`src/rtl/mips_cpu_divider_sd_pkg.sv`:
```
// Shared types and helpers for the multi-cycle restoring divider.
package mips_cpu_div_pkg;

  typedef enum logic [1:0] {IDLE, CALC, SIGN, DONE} div_state_t;

  localparam int ABS_W = 64;
  localparam logic [ABS_W-1:0] RES_ZERO = '0;
  localparam logic DBZ_SET = 1'b1;
  localparam logic DBZ_CLR = 1'b0;

  // Magnitude of a sign-extended two's-complement value.
  function automatic logic [ABS_W-1:0] abs_val(input logic [ABS_W-1:0] v);
    return v[ABS_W-1] ? (~v + 1'b1) : v;
  endfunction

endpackage

```
`src/rtl/mips_cpu_divider_sd_if.sv`:
```
// Request/result bundle between the execute stage and the divider.
interface mips_cpu_divider_sd_if #(parameter int WIDTH = 32);
  logic             start;
  logic             is_signed;
  logic             abort;
  logic [WIDTH-1:0] Dividend;
  logic [WIDTH-1:0] Divisor;
  logic [WIDTH-1:0] Quotient;
  logic [WIDTH-1:0] Remainder;
  logic             busy;
  logic             done;
  logic             dbz;

  modport master (output start, is_signed, abort, Dividend, Divisor,
                  input  Quotient, Remainder, busy, done, dbz);
  modport slave  (input  start, is_signed, abort, Dividend, Divisor,
                  output Quotient, Remainder, busy, done, dbz);
endinterface

```
`src/rtl/mips_cpu_divider_sd_step.sv`:
```
// One combinational restoring-division iteration on unsigned magnitudes.
module mips_cpu_div_step #(
  parameter int WIDTH = 32
) (
  input  logic [WIDTH:0]   acc,
  input  logic [WIDTH-1:0] q,
  input  logic [WIDTH-1:0] divisor,
  output logic [WIDTH:0]   acc_next,
  output logic [WIDTH-1:0] q_next
);
  logic [WIDTH:0] shifted;
  logic [WIDTH:0] dvs_ext;
  logic           ge;
  logic           unused_acc_msb;

  // Incoming acc is always below divisor, so its top bit is zero here.
  assign unused_acc_msb = acc[WIDTH];
  assign shifted        = {acc[WIDTH-1:0], q[WIDTH-1]};
  assign dvs_ext        = {1'b0, divisor};
  assign ge             = (shifted >= dvs_ext);

  always_comb begin
    acc_next = ge ? (shifted - dvs_ext) : shifted;
    q_next   = {q[WIDTH-2:0], ge};
  end
endmodule

```
`src/rtl/mips_cpu_divider_sd.sv`:
```
// Signed/unsigned multi-cycle restoring divider feeding HI/LO.
module mips_cpu_divider_sd
  import mips_cpu_div_pkg::*;
#(
  parameter  int WIDTH = 32,
  localparam int CNT_W = $clog2(WIDTH) + 1
) (
  input  logic                  clk,
  input  logic                  reset,
  mips_cpu_divider_sd_if.slave  bus
);
  div_state_t       state_q, state_d;
  logic [CNT_W-1:0] cnt_q, cnt_d;
  logic [WIDTH:0]   acc_q, acc_d, acc_step;
  logic [WIDTH-1:0] q_q, q_d, q_step;
  logic [WIDTH-1:0] dvs_q, dvs_d;
  logic [WIDTH-1:0] quo_q, quo_d, rem_q, rem_d;
  logic             qneg_q, qneg_d, rneg_q, rneg_d;
  logic             done_q, done_d, dbz_q, dbz_d;

  logic [ABS_W-1:0] dvd_abs, dvs_abs;
  logic [WIDTH-1:0] dvd_mag, dvs_mag, acc_lo;
  logic             dvd_neg, dvs_neg;
  logic             unused_hi;

  assign dvd_neg = bus.is_signed & bus.Dividend[WIDTH-1];
  assign dvs_neg = bus.is_signed & bus.Divisor[WIDTH-1];
  assign dvd_abs = abs_val(ABS_W'(signed'(bus.Dividend)));
  assign dvs_abs = abs_val(ABS_W'(signed'(bus.Divisor)));
  assign dvd_mag = dvd_neg ? dvd_abs[WIDTH-1:0] : bus.Dividend;
  assign dvs_mag = dvs_neg ? dvs_abs[WIDTH-1:0] : bus.Divisor;
  assign acc_lo  = acc_q[WIDTH-1:0];
  assign unused_hi = ^{dvd_abs[ABS_W-1:WIDTH], dvs_abs[ABS_W-1:WIDTH], acc_q[WIDTH]};

  mips_cpu_div_step #(.WIDTH(WIDTH)) u_step (
    .acc      (acc_q),
    .q        (q_q),
    .divisor  (dvs_q),
    .acc_next (acc_step),
    .q_next   (q_step)
  );

  always_comb begin
    state_d = state_q;
    cnt_d   = cnt_q;
    acc_d   = acc_q;
    q_d     = q_q;
    dvs_d   = dvs_q;
    qneg_d  = qneg_q;
    rneg_d  = rneg_q;
    quo_d   = quo_q;
    rem_d   = rem_q;
    done_d  = done_q;
    dbz_d   = dbz_q;
    unique case (state_q)
      IDLE, DONE: begin
        if (bus.abort) begin
          state_d = IDLE;
          done_d  = 1'b0;
        end else if (bus.start) begin
          if (bus.Divisor == '0 || bus.Dividend == '0) begin
            // Shortcut results skip the iteration entirely.
            state_d = DONE;
            quo_d   = RES_ZERO[WIDTH-1:0];
            rem_d   = RES_ZERO[WIDTH-1:0];
            dbz_d   = (bus.Divisor == '0) ? DBZ_SET : DBZ_CLR;
            done_d  = 1'b1;
          end else begin
            state_d = CALC;
            acc_d   = '0;
            q_d     = dvd_mag;
            dvs_d   = dvs_mag;
            qneg_d  = dvd_neg ^ dvs_neg;
            rneg_d  = dvd_neg;
            cnt_d   = '0;
            done_d  = 1'b0;
            dbz_d   = DBZ_CLR;
          end
        end
      end
      CALC: begin
        if (bus.abort) begin
          state_d = IDLE;
          done_d  = 1'b0;
        end else begin
          acc_d = acc_step;
          q_d   = q_step;
          cnt_d = cnt_q + 1'b1;
          if (cnt_q == CNT_W'(WIDTH - 1)) state_d = SIGN;
        end
      end
      SIGN: begin
        if (bus.abort) begin
          state_d = IDLE;
          done_d  = 1'b0;
        end else begin
          quo_d   = qneg_q ? -q_q : q_q;
          rem_d   = rneg_q ? -acc_lo : acc_lo;
          done_d  = 1'b1;
          state_d = DONE;
        end
      end
      default: state_d = IDLE;
    endcase
  end

  always_ff @(posedge clk or negedge reset) begin
    if (!reset) begin
      state_q <= IDLE;
      cnt_q   <= '0;
      acc_q   <= '0;
      q_q     <= '0;
      dvs_q   <= '0;
      qneg_q  <= 1'b0;
      rneg_q  <= 1'b0;
      quo_q   <= '0;
      rem_q   <= '0;
      done_q  <= 1'b0;
      dbz_q   <= 1'b0;
    end else begin
      state_q <= state_d;
      cnt_q   <= cnt_d;
      acc_q   <= acc_d;
      q_q     <= q_d;
      dvs_q   <= dvs_d;
      qneg_q  <= qneg_d;
      rneg_q  <= rneg_d;
      quo_q   <= quo_d;
      rem_q   <= rem_d;
      done_q  <= done_d;
      dbz_q   <= dbz_d;
    end
  end

  assign bus.Quotient  = quo_q;
  assign bus.Remainder = rem_q;
  assign bus.busy      = (state_q == CALC) || (state_q == SIGN);
  assign bus.done      = done_q;
  assign bus.dbz       = dbz_q;
endmodule

```
`src/flat_wrapper.sv`:
```
// flat-port wrapper written by rule: the top's interface ports become plain ports
module mips_cpu_divider_sd_flat import mips_cpu_div_pkg::*;
#(
  parameter  int WIDTH = 32,
  localparam int CNT_W = $clog2(WIDTH) + 1
)
  (clk, reset, bus_start, bus_is_signed, bus_abort, bus_Dividend, bus_Divisor, bus_Quotient, bus_Remainder, bus_busy, bus_done, bus_dbz);
  mips_cpu_divider_sd_if #(.WIDTH(WIDTH)) bus_i ();
  input  logic clk;
  input  logic reset;
  input wire logic [$bits(bus_i.start)-1:0] bus_start;
  input wire logic [$bits(bus_i.is_signed)-1:0] bus_is_signed;
  input wire logic [$bits(bus_i.abort)-1:0] bus_abort;
  input wire logic [$bits(bus_i.Dividend)-1:0] bus_Dividend;
  input wire logic [$bits(bus_i.Divisor)-1:0] bus_Divisor;
  output wire logic [$bits(bus_i.Quotient)-1:0] bus_Quotient;
  output wire logic [$bits(bus_i.Remainder)-1:0] bus_Remainder;
  output wire logic [$bits(bus_i.busy)-1:0] bus_busy;
  output wire logic [$bits(bus_i.done)-1:0] bus_done;
  output wire logic [$bits(bus_i.dbz)-1:0] bus_dbz;
  assign bus_i.start = bus_start;
  assign bus_i.is_signed = bus_is_signed;
  assign bus_i.abort = bus_abort;
  assign bus_i.Dividend = bus_Dividend;
  assign bus_i.Divisor = bus_Divisor;
  assign bus_Quotient = bus_i.Quotient;
  assign bus_Remainder = bus_i.Remainder;
  assign bus_busy = bus_i.busy;
  assign bus_done = bus_i.done;
  assign bus_dbz = bus_i.dbz;
  mips_cpu_divider_sd #(.WIDTH(WIDTH)) u_core (.clk(clk), .reset(reset), .bus(bus_i));
endmodule
```
`config.mk`:
```
export PLATFORM = sky130hd
export DESIGN_NAME = mips_cpu_divider_sd_flat
export DESIGN_NICKNAME = d
export VERILOG_FILES = /design/src/rtl/mips_cpu_divider_sd_pkg.sv /design/src/rtl/mips_cpu_divider_sd_if.sv /design/src/rtl/mips_cpu_divider_sd_step.sv /design/src/rtl/mips_cpu_divider_sd.sv /design/src/flat_wrapper.sv
export SDC_FILE = /design/constraint.sdc
export NUM_CORES = 1
export LEC_CHECK = 0
export BUFFER_PORTS_ARGS = -buffer_cell sky130_fd_sc_hd__buf_2
export CAP_MARGIN = 20
export CORE_MARGIN = 3
export CORE_UTILIZATION = 35
export DETAILED_ROUTE_END_ITERATION = 16
export GPL_TIMING_DRIVEN = 0
export PLACE_DENSITY = 0.53
export REMOVE_ABC_BUFFERS = 1
export SETUP_SLACK_MARGIN = 0.5
export SYNTH_ARGS = -nofsm -noshare
export SYNTH_HDL_FRONTEND = slang
export SYNTH_SLANG_ARGS = --single-unit
```
`constraint.sdc`:
```
create_clock -name clk -period 5.21 [get_ports clk]
set_clock_uncertainty 0.05 [all_clocks]
set_input_delay 1.042 -clock clk [delete_from_list [all_inputs] [get_ports clk]]
set_output_delay 1.042 -clock clk [all_outputs]
set_load 0.005 [all_outputs]
```
# After elaboration in Yosys (flattened, before gate mapping)
# Cells that the tools add are included.
# Widths: inputs -> output; s select.
# word_totals
inputBits	69
latch_bits	0
mem_count	0
wordCells	96
mem_bits_ro	0
out_inout_bits	67
ram_bits	0
ff_bits	172
# op_classes
n_eq_ne	13
multipliers	0
n_reduce_logical	14
n_bitwise	7
muxes	44
addsub	6
n_div	0
n_lt_le_gt_ge	1
n_shift	0
# op_table
operator	count
$mux 32	20
$pmux 32 s2	4
$add 32x1->32 const B	2
$logic_not 32->1	2
$neg 32->32	2
$not 32->32	2
$ge 33x32->1	1
$sub 32x32->32	1
$mux 6	4
$mux 2	6
$ne 2x2->1 const B	6
$pmux 6 s2	1
$reduce_and 5->1	2
$mux 1	7
$add 6x1->6 const B	1
$eq 6x5->1 const B	1
$pmux 2 s3	1
$eq 2x2->1 const B	2
$reduce_and 2->1	2
$reduce_and 4->1	1
$reduce_bool 2->1	2
$ne 3x2->1 const B	1
$ne 3x3->1 const B	1
$pmux 1 s3	1
9 further kinds	12

# Longest topological paths before layout
# Gate-level depths: netlist of the first run.
# logic_depth
word_depth	8
depth_mapped	13

# Modules after synthesis
# A second synthesis of the first run with hierarchy kept.
# unflattened
cells_unflattened	1460
hier_area_um2	12995.0
# by_module_without_submodules
mod	cells_each	n_inst	seq_area_each_um2	area_each_um2
mips_cpu_divider_sd	1091	1	4329.2	10223.6
mips_cpu_div_step	369	1	0.0	2771.4

# Worst setup path after synthesis of the first run
# No wires, ideal clock.
# synth_timing
kind	input to register
start	input bus_Dividend[0]
end	register u_core.acc_q[23]
cell_stages	10
t_arrival_ns	3.326
setup_time_ns	0.120
setup_slack_ns	1.714
cell_sequence	inv_1 ha_1 or3b_2 nor4_2 and4_1 nor2_1 o21a_1 clkbuf_1 clkbuf_1 a31o_2
# synth_between
elab_chain_len	4
# synth_lines
element	line_no	source
start: declaration	flat_wrapper.sv:14	input wire logic [$bits(bus_i.Dividend)-1:0] bus_Dividend;
$logic_not 32->1	mips_cpu_divider_sd.sv:61	if (bus.Divisor == '0 || bus.Dividend == '0) begin
$logic_or 1x1->1	mips_cpu_divider_sd.sv:61	
$ne 2x2->1 (no line)	--	
$reduce_and 5->1 (no line)	--	
end signal: assignment	mips_cpu_divider_sd.sv:111	acc_q <= '0;
end signal: assignment	mips_cpu_divider_sd.sv:123	acc_q <= acc_d;
end: declaration	mips_cpu_divider_sd.sv:14	logic [WIDTH:0] acc_q, acc_d, acc_step;
# No other way between the ends.
# A chain may end at the register's enable or synchronous reset.

# Worst setup path in the final report of the first run
# layout_timing
start	input bus_Dividend[0]
end	register u_core.acc_q[30]
# The elaborated chain is that of the path after synthesis.

==> impl_results.rst, run 1 <==
.. list-table::
   :header-rows: 1

   * - Metric
     - Value
   * - Worst-Skew Late Latency
     - ~430 ps
   * - Fraction of layout cells with a size suffix above 1
     - 0.1414
   * - TritonCTS clock tree
     - done
   * - Critical path data required time
     - roughly 5500 ps
   * - Via total after detailed routing
     - 10600
   * - Synthesized area
     - approximately 12000 um2
   * - Reg-to-reg setup timing slack
     - 1190 ps
   * - Delay of the slowest cell on the worst path
     - between 700 and 800 ps
   * - Number of enable flip-flop cells after synthesis
     - 0
   * - Most common library cells after synthesis
     - sky130_fd_sc_hd__nand2_1 (250), sky130_fd_sc_hd__dfrtp_1 (172), sky130_fd_sc_hd__o21ai_0 (171)
   * - Kind of cell adding the most delay to the critical path
     - simple AND/OR/NAND/NOR gates
   * - Quantity of gates resized following cts
     - 0
   * - Die boundary width
     - 189.8 um
   * - Cell variety after synth
     - 71
   * - Vias per inst
     - 5.297
   * - Hold WS
     - approximately 420 ps
   * - PortBufs
     - between 100 and 150
   * - Max Transition Viols Final
     - 0
   * - Share of flip-flops with an asynchronous set or reset after synthesis
     - 1.000
   * - Final estimated routing congestion in global placement
     - slightly above 0.9
   * - Detailed Place HPWL
     - ~25000 um
   * - Share of the synthesized area in the top cell type
     - 0.3641
   * - Flops & latches, synth
     - about 170
   * - RSZ-0062 raised after global routing
     - false
   * - Iteration count of the initial detailed-routing pass
     - 5
   * - Crit path max-delay cell type
     - sky130_fd_sc_hd__nor4_2
   * - Reg2Reg Capture Point
     - u_core.acc_q[14]
   * - Via count of the first global-routing pass
     - between 10000 and 15000
   * - CTS buffer count
     - 17
   * - Clock-pin slew reported for the worst setup and hold paths after clock tree synthesis
     - about 70 ps
   * - Nets
     - about 1700
   * - Area inside the core boundary
     - between 30000 and 40000 um2
   * - Buf/Inv on CP
     - 5
   * - CTS H-Tree Depth
     - 4
   * - Post-route fraction of the period consumed by the critical path
     - 0.8347
   * - Initial antenna violation count
     - 4
   * - Initial Util
     - 0.3587
   * - Reg2reg path depth
     - 10
   * - Pwr dens
     - around 620 nW/um2
   * - Highest Clock Rate
     - 230.0 MHz
   * - Period minus WS final
     - 4349 ps
   * - Arrival time at the worst endpoint
     - about 4600 ps
   * - Number of buffers added to fix hold violations after cts
     - 0
   * - Maximum fanout along the worst path
     - 34
   * - WHS Endpoint
     - u_core.bus.Quotient[0]
   * - Synthesized instance count
     - roughly 1500
   * - Cell type with the highest occurrence count on the critical path
     - sky130_fd_sc_hd__buf_16
   * - Min-delay src
     - u_core.bus.Quotient[0]
   * - Number of hold-slack violations in the final timing report
     - 0
   * - Syn avg cell area
     - ~8.1 um2
   * - Headroom to the max-slew limit
     - 0.2747
   * - Max-Cap Viols
     - 0
   * - Number of warnings issued by yosys
     - 0
   * - Result of the run
     - finished, final reports clean
   * - Largest net degree at the start of global routing
     - between 90 and 100
   * - Class of the most critical hold timing path
     - reg2reg
   * - Final total power
     - around 8.5 mW
   * - Area leader, netlist
     - sky130_fd_sc_hd__dfrtp_1
   * - Cells along the critical path
     - buf_2 > inv_1 > ha_1 > or3b_2 > nor4_2 > and4_1 > nor2_1 > a21oi_4 > buf_16 > buf_16 > buf_16 > nand2_1 > o31a_1 > o31ai_1
   * - Critical Path Start Type
     - primary input
   * - Static leakage power
     - 6.049 nW
   * - Std-Cell Rows
     - 66
   * - Most frequently used cell type in the post-synthesis netlist
     - sky130_fd_sc_hd__nand2_1
   * - Total of endpoints with negative setup slack in the final report
     - 0
   * - Share of the core filled with cells
     - 0.4155
   * - Clock root buffer
     - sky130_fd_sc_hd__clkbuf_16
   * - Final routed wirelength across all metal layers
     - about 33000 um
   * - Die extent in y
     - ~190 um
   * - Commonest register cell after synthesis
     - sky130_fd_sc_hd__dfrtp_1
   * - Clock Tree Buf Depth
     - 2
   * - Grt ovf
     - 0
   * - Global-route usage over all layers
     - 0.1848
   * - Kind of end point of the critical path
     - register
   * - Final routed DRC violation total
     - 0
   * - Worst hold stages
     - 2
   * - I/O pins
     - ~140
   * - Drt wl/cell
     - around 17 um
   * - DRT iter0 DRCs
     - 668
   * - TNS Setup
     - 0 ps
   * - Peak supply drop
     - 0.0002577 V
   * - Startpoint of the lowest-slack register-to-register path
     - u_core.acc_q[7]
   * - Growth of design area from synthesis to finish
     - 15.82%
   * - Wire length of the first global-routing pass
     - about 54000 um
   * - Number of clock sinks seen by CTS
     - ~170
   * - Setup Fix Bufs, Post-CTS
     - 0
   * - Sequential area share after synthesis
     - 0.3641
   * - Die Area
     - 36010 um2
   * - Transition time of the tightest slew-check pin
     - approximately 1100 ps
   * - Synth top area cells
     - sky130_fd_sc_hd__dfrtp_1 (36%), sky130_fd_sc_hd__nand2_1 (7.9%), sky130_fd_sc_hd__o21ai_0 (7.2%)
   * - Placed standard-cell area
     - around 13000 um2
   * - Final instance area
     - around 14000 um2
   * - Final antenna-violating net count
     - 0
   * - Critical setup path kind
     - in2reg
[layer usage]
layer	GRT usage	vias up	routed length [um]
met5	0	-	34
met4	0.04180	6	433
met3	0.03556	29	1619
met2	0.2765	213	14340
met1	0.2759	4997	16830
li1	-	5355	-
[sequential cells by signal, summed over array words and instances (netlist names)]
name / flops
u_core.rneg_q: 1
u_core.q_q: 32
u_core.dvs_q: 32
u_core.acc_q: 32
u_core.qneg_q: 1
u_core.bus.Quotient: 32
u_core.bus.Remainder: 32
u_core.bus.dbz: 1
u_core.bus.done: 1
u_core.cnt_q: 6
u_core.state_q: 2
[stage by stage]
step | setup slack, ps | cells
floorplan | -24.59 | 1374
global placement | -1930 | 1951
detailed placement | 439.8 | 1965
CTS | 895.1 | 1997
global route | 572.0 | 1999
finish | 861.4 | 2001
[worst min-delay path, stage by stage, from the launching register on]
cell and delay, ps:
sky130_fd_sc_hd__dfrtp_1 340, sky130_fd_sc_hd__nand2_1 50, sky130_fd_sc_hd__o21ai_0 60
[cells by family (layout without fill, tap and decap cells)]
| family | Yosys count | count (layout) | synth area share |
|---|---|---|---|
| buf+inv | 138 | 241 | 0.04615 |
| xor+xnor | 140 | 140 | 0.1037 |
| flops | 172 | 172 | 0.3641 |
| compound gates | 445 | 445 | 0.2326 |
| mux | 11 | 11 | 0.009739 |
| simple gates | 507 | 507 | 0.2007 |
| fa+ha+maj | 40 | 40 | 0.04298 |
| other cells | 0 | 3 | 0 |
[cells in the final DEF, fill, tap and decap left out, types with 10 or more instances in the layout]
cell type	Yosys	layout
sky130_fd_sc_hd__ha_1	39	38
sky130_fd_sc_hd__dfrtp_1	172	172
sky130_fd_sc_hd__o31ai_1	36	36
sky130_fd_sc_hd__buf_2	10	134
sky130_fd_sc_hd__nor4_1	12	12
sky130_fd_sc_hd__nor2_1	85	85
sky130_fd_sc_hd__inv_1	58	58
sky130_fd_sc_hd__o21ai_1	21	21
sky130_fd_sc_hd__xnor2_1	54	54
sky130_fd_sc_hd__nand3_1	20	20
sky130_fd_sc_hd__nand2b_1	12	12
sky130_fd_sc_hd__nand2_1	250	250
sky130_fd_sc_hd__or4_1	22	21
sky130_fd_sc_hd__o21ai_0	171	171
sky130_fd_sc_hd__o211ai_1	28	28
sky130_fd_sc_hd__or3_1	18	18
sky130_fd_sc_hd__nor2b_1	10	10
sky130_fd_sc_hd__clkbuf_16	0	17
sky130_fd_sc_hd__a21oi_1	96	96
sky130_fd_sc_hd__xor2_1	86	86
sky130_fd_sc_hd__nor3_1	31	31
[area by class of cell]
class / count / area [um2]
fill: 3389 / 19260
timing repair buffer: 150 / 1011
multi-input combinational: 1143 / 6994
tap: 442 / 553.0
inverter: 59 / 221.5
clock buffer: 18 / 439.2
sequential: 172 / 4304
antenna: 3 / 7.507
clock inverter: 14 / 160.2
[power by group]
part | internal [mW] | total, mW | switching, mW
registers | 1.88 | 2.46 | 0.577
clock network | 0.732 | 1.33 | 0.600
logic | 1.91 | 4.69 | 2.78
[worst max-delay path by stage]
| stage | cells after the start | to | slack, ps | from |
|---|---|---|---|---|
| finish | 14 | u_core.acc_q[30] | 860 | bus_Dividend[0] |
| global route | 14 | u_core.acc_q[25] | 570 | bus_Dividend[0] |
| CTS | 14 | u_core.acc_q[30] | 900 | bus_Dividend[0] |
| detailed placement | 14 | u_core.acc_q[30] | 440 | bus_Dividend[0] |
| global placement | 10 | u_core.cnt_q[5] | -1930 | bus_Dividend[0] |
| floorplan | 9 | u_core.cnt_q[5] | -20 | bus_Dividend[0] |
Note: power is estimated with default switching activity, not from simulation.
==> run 2, diff against run 1 <==
PLACE_DENSITY = 0.55   (was 0.53)
clock period = 4 ns   (was 5.21 ns; I/O delays follow)
==> impl_results.rst, run 2 (synthesized netlist as in run 1, its figures left out) <==
.. list-table::
   :header-rows: 1

   * - Metric
     - Value
   * - DRT iter0 DRCs
     - slightly above 600
   * - Final antenna-violating net count
     - 0
   * - Total of endpoints with negative setup slack in the final report
     - 0
   * - Clock Tree Buf Depth
     - 2
   * - Result of the run
     - finished, final reports clean
   * - Via count of the first global-routing pass
     - about 10000
   * - Vias per inst
     - about 5.3
   * - Static leakage power
     - 6.060 nW
   * - Layer with the highest usage
     - met2
   * - Growth of design area from synthesis to finish
     - 16.68%
   * - Period minus WS final
     - 3326 ps
   * - CTS buffer count
     - 17
   * - Initial antenna violation count
     - 4
   * - Std-Cell Rows
     - between 60 and 70
   * - Final instance area
     - around 14000 um2
   * - Pwr dens
     - ~800 nW/um2
   * - Initial Util
     - 0.3587
   * - Fillers
     - 3375
   * - Worst slack, placed
     - -756.8 ps
   * - Worst-Skew Late Latency
     - approximately 450 ps
   * - Transition time of the tightest slew-check pin
     - about 1000 ps
   * - Met2 layer usage reported by global route
     - 0.2914
   * - Iteration count of the initial detailed-routing pass
     - 5
   * - Clock root buffer
     - sky130_fd_sc_hd__clkbuf_16
   * - I/O pins
     - ~140
   * - TritonCTS clock tree
     - done
   * - Max-Cap Viols
     - 0
   * - Worst setup path start
     - bus_Dividend[0]
   * - Post-route fraction of the period consumed by the critical path
     - 0.8314
   * - Peak supply drop
     - 0.0003954 V
   * - CTS H-Tree Depth
     - 4
   * - GR met3 Demand/Resource
     - 0.03114
   * - PortBufs
     - between 100 and 150
   * - RSZ-0062 raised after global routing
     - true
   * - Critical Path Start Type
     - primary input
   * - Kind of end point of the critical path
     - register
   * - Via total after detailed routing
     - roughly 11000
   * - Most common cell after layout, fill and taps aside
     - sky130_fd_sc_hd__nand2_1
   * - Final routed DRC violation total
     - 0
   * - Final estimated routing congestion in global placement
     - about 0.86
   * - Share of the core filled with cells
     - 0.4186
   * - Number of clock sinks seen by CTS
     - 172
   * - Drt wl/cell
     - ~17 um
   * - Startpoint of the lowest-slack register-to-register path
     - u_core.acc_q[7]
   * - Number of buffers added to fix hold violations after cts
     - 0
   * - Clock-pin slew reported for the worst setup and hold paths after clock tree synthesis
     - 70 ps
   * - TNS Setup
     - 0 ps
   * - Global-route usage over all layers
     - 0.1899
   * - Wire length of the first global-routing pass
     - ~55000 um
   * - Arrival time at the worst endpoint
     - about 3600 ps
   * - Grt ovf
     - 0
   * - Placed standard-cell area
     - about 13000 um2
   * - Critical setup path kind
     - in2reg
   * - Met1 Usage GRT
     - 0.2835
   * - Maximum fanout along the worst path
     - 34
   * - Headroom to the max-slew limit
     - 0.3010
   * - Die boundary width
     - between 150 and 200 um
   * - Final routed wirelength across all metal layers
     - between 30000 and 40000 um
   * - Highest Clock Rate
     - 300.7 MHz
   * - Number of hold-slack violations in the final timing report
     - 0
   * - Die Area
     - between 30000 and 40000 um2
   * - Largest net degree at the start of global routing
     - roughly 120
   * - Class of the most critical hold timing path
     - in2async
   * - Area inside the core boundary
     - 32950 um2
   * - Die extent in y
     - approximately 190 um
   * - Final critical-path setup slack
     - 674.3 ps
   * - Nets
     - around 1700
   * - Max Transition Viols Final
     - 0
   * - Critical path data required time
     - between 4000 and 5000 ps
   * - Fraction of layout cells with a size suffix above 1
     - 0.1546
   * - Detailed Place HPWL
     - around 25000 um
   * - Most frequent cells in the layout
     - sky130_fd_sc_hd__nand2_1 (250), sky130_fd_sc_hd__o21ai_0 (171), sky130_fd_sc_hd__dfrtp_1 (171), sky130_fd_sc_hd__buf_2 (134), sky130_fd_sc_hd__a21oi_1 (96)
run 2: cell types whose count changed in the layout (fill, tap and decap cells not counted), moves of 2 or more:
cell / delta
sky130_fd_sc_hd__buf_4: +8
sky130_fd_sc_hd__o21ai_1: -2
sky130_fd_sc_hd__buf_16: -4
sky130_fd_sc_hd__nor4_1: -2
sky130_fd_sc_hd__clkinv_4: -3
sky130_fd_sc_hd__ha_1: -2
sky130_fd_sc_hd__buf_12: +2
sky130_fd_sc_hd__nor4_4: +2
sky130_fd_sc_hd__diode_2: -2
sky130_fd_sc_hd__inv_6: +2
run 2: final cells by class:
| class | count | area [um2] | area share |
|---|---|---|---|
| diodes | 1 | 2.502 | 0.0001814 |
| well taps | 442 | 553.0 | 0.04010 |
| repair buffers | 157 | 1012 | 0.07339 |
| clock buffers | 18 | 429.2 | 0.03112 |
| multi-input cells | 1145 | 7117 | 0.5160 |
| inverters | 59 | 221.5 | 0.01606 |
| flip-flops and latches | 172 | 4305 | 0.3122 |
| clock inverters | 14 | 151.4 | 0.01098 |
run 2: worst paths after layout:
check | endpoint | slack, ps | cells after the start
worst max-delay path | u_core.acc_q[4] | 670 | 14
worst min-delay path | u_core.dvs_q[26] | 230 | 1
worst max register to register | u_core.acc_q[22] | 690 | 10
worst min register to register | u_core.bus.Remainder[10] | 420 | 2
max in group asynchronous | u_core.acc_q[3] | 2700 | 2
min in group clk | u_core.bus.Remainder[10] | 420 | 2
run 2: metal layers:
metal	part of all wire	wire length [um]
met5	0.0014	48
met4	0.0076	261
met3	0.040	1376
met2	0.44	15020
met1	0.51	17480
run 2: metrics by stage:
step,hold slack (ps),cells,total power [mW]
after floorplan,399.8,1374,7.279
after global placement,408.5,1951,9.068
after detailed placement,403.8,1963,9.308
after CTS,242.3,2004,11.11
after global routing,257.6,2007,12.17
final,226.4,2008,11.15
run 2: report_power, final:
group	switching [mW]	internal (mW)	total [mW]
Combinational	3.71	2.52	6.23
Sequential	0.775	2.45	3.22
Clock	0.814	0.885	1.70
Total	5.30	5.85	11.1
run 2: critical path: stages:
cell and delay [ps]:
sky130_fd_sc_hd__buf_2 120, sky130_fd_sc_hd__inv_1 70, sky130_fd_sc_hd__ha_1 200, sky130_fd_sc_hd__or3b_2 550, sky130_fd_sc_hd__nor4_4 270, sky130_fd_sc_hd__buf_4 190, sky130_fd_sc_hd__and4_1 250, sky130_fd_sc_hd__nor2_2 130
sky130_fd_sc_hd__a21oi_4 280, sky130_fd_sc_hd__buf_16 220, sky130_fd_sc_hd__buf_12 200, sky130_fd_sc_hd__nor4_1 90, sky130_fd_sc_hd__o21ai_0 110, sky130_fd_sc_hd__nand3_1 90
run 2: what timing repair did:
action,CTS,global route
buffers inserted,7,2
pin swaps,4,2
resized for setup,10,12
cloned,2,0
setup endpoints to repair,133,86
==> run 3, diff against run 2 <==
PLACE_DENSITY = 0.53   (was 0.55)
clock period = 3.2 ns   (was 4 ns; I/O delays follow)
==> impl_results.rst, run 3 (synthesized netlist as in run 1, its figures left out) <==
.. list-table::
   :header-rows: 1

   * - Metric
     - Value
   * - Result of the run
     - finished, final reports clean
   * - Fraction of layout cells with a size suffix above 1
     - 0.3238
   * - TNS Setup
     - 0 ps
   * - Die Area
     - 36010 um2
   * - Final critical-path setup slack
     - around 290 ps
   * - Transition time of the tightest slew-check pin
     - 965.9 ps
   * - Kind of end point of the critical path
     - register
   * - Sum of routed wire segments on met1
     - 19870 um
   * - I/O pins
     - ~140
   * - Global-route usage over all layers
     - 0.2151
   * - Std-Cell Rows
     - 66
   * - Max Transition Viols Final
     - 0
   * - Arrival time at the worst endpoint
     - 3190 ps
   * - Critical setup path kind
     - reg2reg
   * - Wire length of the first global-routing pass
     - about 60000 um
   * - Detailed Place HPWL
     - roughly 25000 um
   * - Routed length on met3
     - about 2500 um
   * - Headroom to the max-slew limit
     - 0.3547
   * - Number of hold-slack violations in the final timing report
     - 0
   * - Net Sw Frac
     - 0.4607
   * - RSZ-0062 raised after global routing
     - true
   * - Clock Tree Buf Depth
     - 2
   * - Fillers
     - roughly 3100
   * - CTS buffer count
     - 17
   * - Number of clock sinks seen by CTS
     - between 150 and 200
   * - Worst slack, placed
     - -1168 ps
   * - Share of the core filled with cells
     - 0.5061
   * - Critical Path Start Type
     - register
   * - Total of endpoints with negative setup slack in the final report
     - 0
   * - Cells along the critical path
     - or4_4 > or4_4 > or3_4 > or4_1 > o21ai_1 > xor2_1 > o21ai_1
   * - Area inside the core boundary
     - around 33000 um2
   * - PortBufs
     - roughly 140
   * - Post-route fraction of the period consumed by the critical path
     - 0.9106
   * - Initial Util
     - 0.3587
   * - Pwr dens
     - about 1000 nW/um2
   * - Peak supply drop
     - around 0.00047 V
   * - Highest metal layer used by the detailed router
     - met5
   * - DRT iter0 DRCs
     - ~760
   * - Worst-Skew Late Latency
     - 440 ps
   * - Die extent in y
     - 189.8 um
   * - Static leakage power
     - between 7 and 8 nW
   * - Via total after detailed routing
     - about 12000
   * - Iteration count of the initial detailed-routing pass
     - 5
   * - Total instance count after detailed placement
     - 1965
   * - Via count of the first global-routing pass
     - between 10000 and 15000
   * - Maximum fanout along the worst path
     - 6
   * - Part of the power in the clock network
     - 0.126
   * - Final antenna-violating net count
     - 0
   * - Drt wl/cell
     - roughly 20 um
   * - Vias per inst
     - ~5.5
   * - TritonCTS clock tree
     - done
   * - Most common cell after layout, fill and taps aside
     - sky130_fd_sc_hd__nand2_1
   * - Initial antenna violation count
     - 4
   * - Grt ovf
     - 0
   * - Class of the most critical hold timing path
     - in2async
   * - Nets
     - ~1800
   * - Clock-pin slew reported for the worst setup and hold paths after clock tree synthesis
     - about 70 ps
   * - Final estimated routing congestion in global placement
     - a little over 0.9
   * - CTS H-Tree Depth
     - 4
   * - Cell internal power dissipation
     - roughly 9.4 mW
   * - Power share of the combinational group
     - 0.639
   * - Max-Cap Viols
     - 0
   * - Reg2reg path depth
     - 7
   * - Part of the power in registers
     - 0.235
   * - Largest net degree at the start of global routing
     - 93
   * - Period minus WS final
     - ~2900 ps
   * - Finished Layout Cells
     - ~2100
   * - Routed met2 length
     - roughly 19000 um
   * - Most frequent cells in the layout
     - sky130_fd_sc_hd__nand2_1 (200), sky130_fd_sc_hd__dfrtp_1 (153), sky130_fd_sc_hd__buf_2 (130), sky130_fd_sc_hd__o21ai_0 (96), sky130_fd_sc_hd__a21oi_1 (91)
   * - Final routed wirelength across all metal layers
     - ~42000 um
   * - Highest Clock Rate
     - roughly 340 MHz
   * - Clock root buffer
     - sky130_fd_sc_hd__clkbuf_16
   * - Crit path max-delay cell type
     - sky130_fd_sc_hd__or4_4
   * - Growth of design area from synthesis to finish
     - 41.07%
   * - Net switching power
     - just over 8 mW
   * - Die boundary width
     - 189.8 um
   * - Final routed DRC violation total
     - 0
   * - Critical path data required time
     - ~3500 ps
   * - Delay of the slowest cell on the worst path
     - around 540 ps
run 3: cell types whose count changed in the layout (fill, tap and decap cells not counted), sizes merged, moves of 2 or more:
cell and change:
inv -4, o21bai +2, clkinv +3, buf +99
clkbuf +12, bufbuf +2, or2 +2
run 3: what timing repair did:
item | 4_1_cts | 5_1_grt
resized for setup | 179 | 234
pin swaps | 42 | 86
hold buffers | 0 | 0
setup endpoints to repair | 170 | 144
buffers inserted | 60 | 33
cloned | 19 | 14
run 3: cell type report:
type                            instances  area (um2)  share of cell area
Multi-Input combinational cell       1150        8234              0.4938
Tap cell                              442       553.0             0.03317
Clock buffer                           18       439.2             0.02634
Antenna cell                            2       5.005           0.0003001
Inverter                               59       231.5             0.01388
Clock inverter                         14       160.2            0.009605
Timing Repair Buffer                  270        2724              0.1634
Sequential cell                       172        4328              0.2595
run 3: path summary, 6_finish.rpt:
check	from	to	slack (ps)
hold reg to reg	u_core.bus.Quotient[2]	u_core.bus.Quotient[2]	430
max in group asynchronous	reset	u_core.acc_q[9]	2080
min in group clk	u_core.bus.Quotient[2]	u_core.bus.Quotient[2]	430
setup reg to reg	u_core.acc_q[6]	u_core.bus.Remainder[17]	290
setup / recovery	u_core.acc_q[6]	u_core.bus.Remainder[17]	290
hold / removal	reset	u_core.bus.dbz	120
run 3: per-stage QoR:
stage / total power [mW] / hold slack [ps] / cell area (um2)
after floorplan: 9.098 / 294.4 / 11500
after global placement: 11.33 / 404.5 / 12720
after detailed placement: 11.66 / 415.8 / 13060
after CTS: 15.80 / 170.5 / 15290
after global routing: 18.70 / 184.8 / 16670
final: 17.47 / 123.3 / 16670
run 3: routing by layer:
layer  GRT usage  vias to the layer above
met5           0                        -
met4     0.05943                        6
met3     0.04643                       44
met2      0.3321                      324
met1      0.3053                     5702
li1            -                     5632
run 3: power groups by stage:
stage               registers [mW]  clock network, mW  logic, mW
finish                        4.10               2.20       11.2
detailed placement            4.09                  0       7.57
global route                  4.23               2.33       12.1
CTS                           4.05               2.24       9.50
global placement              4.05                  0       7.29
floorplan                     3.85                  0       5.25
run 3: worst max-delay path, delay by kind of cell, from the launching register on:
kind | cells | cell delay, ps
simple gates | 4 | 1920
flops | 1 | 440
compound gates | 2 | 240
xor+xnor | 1 | 170
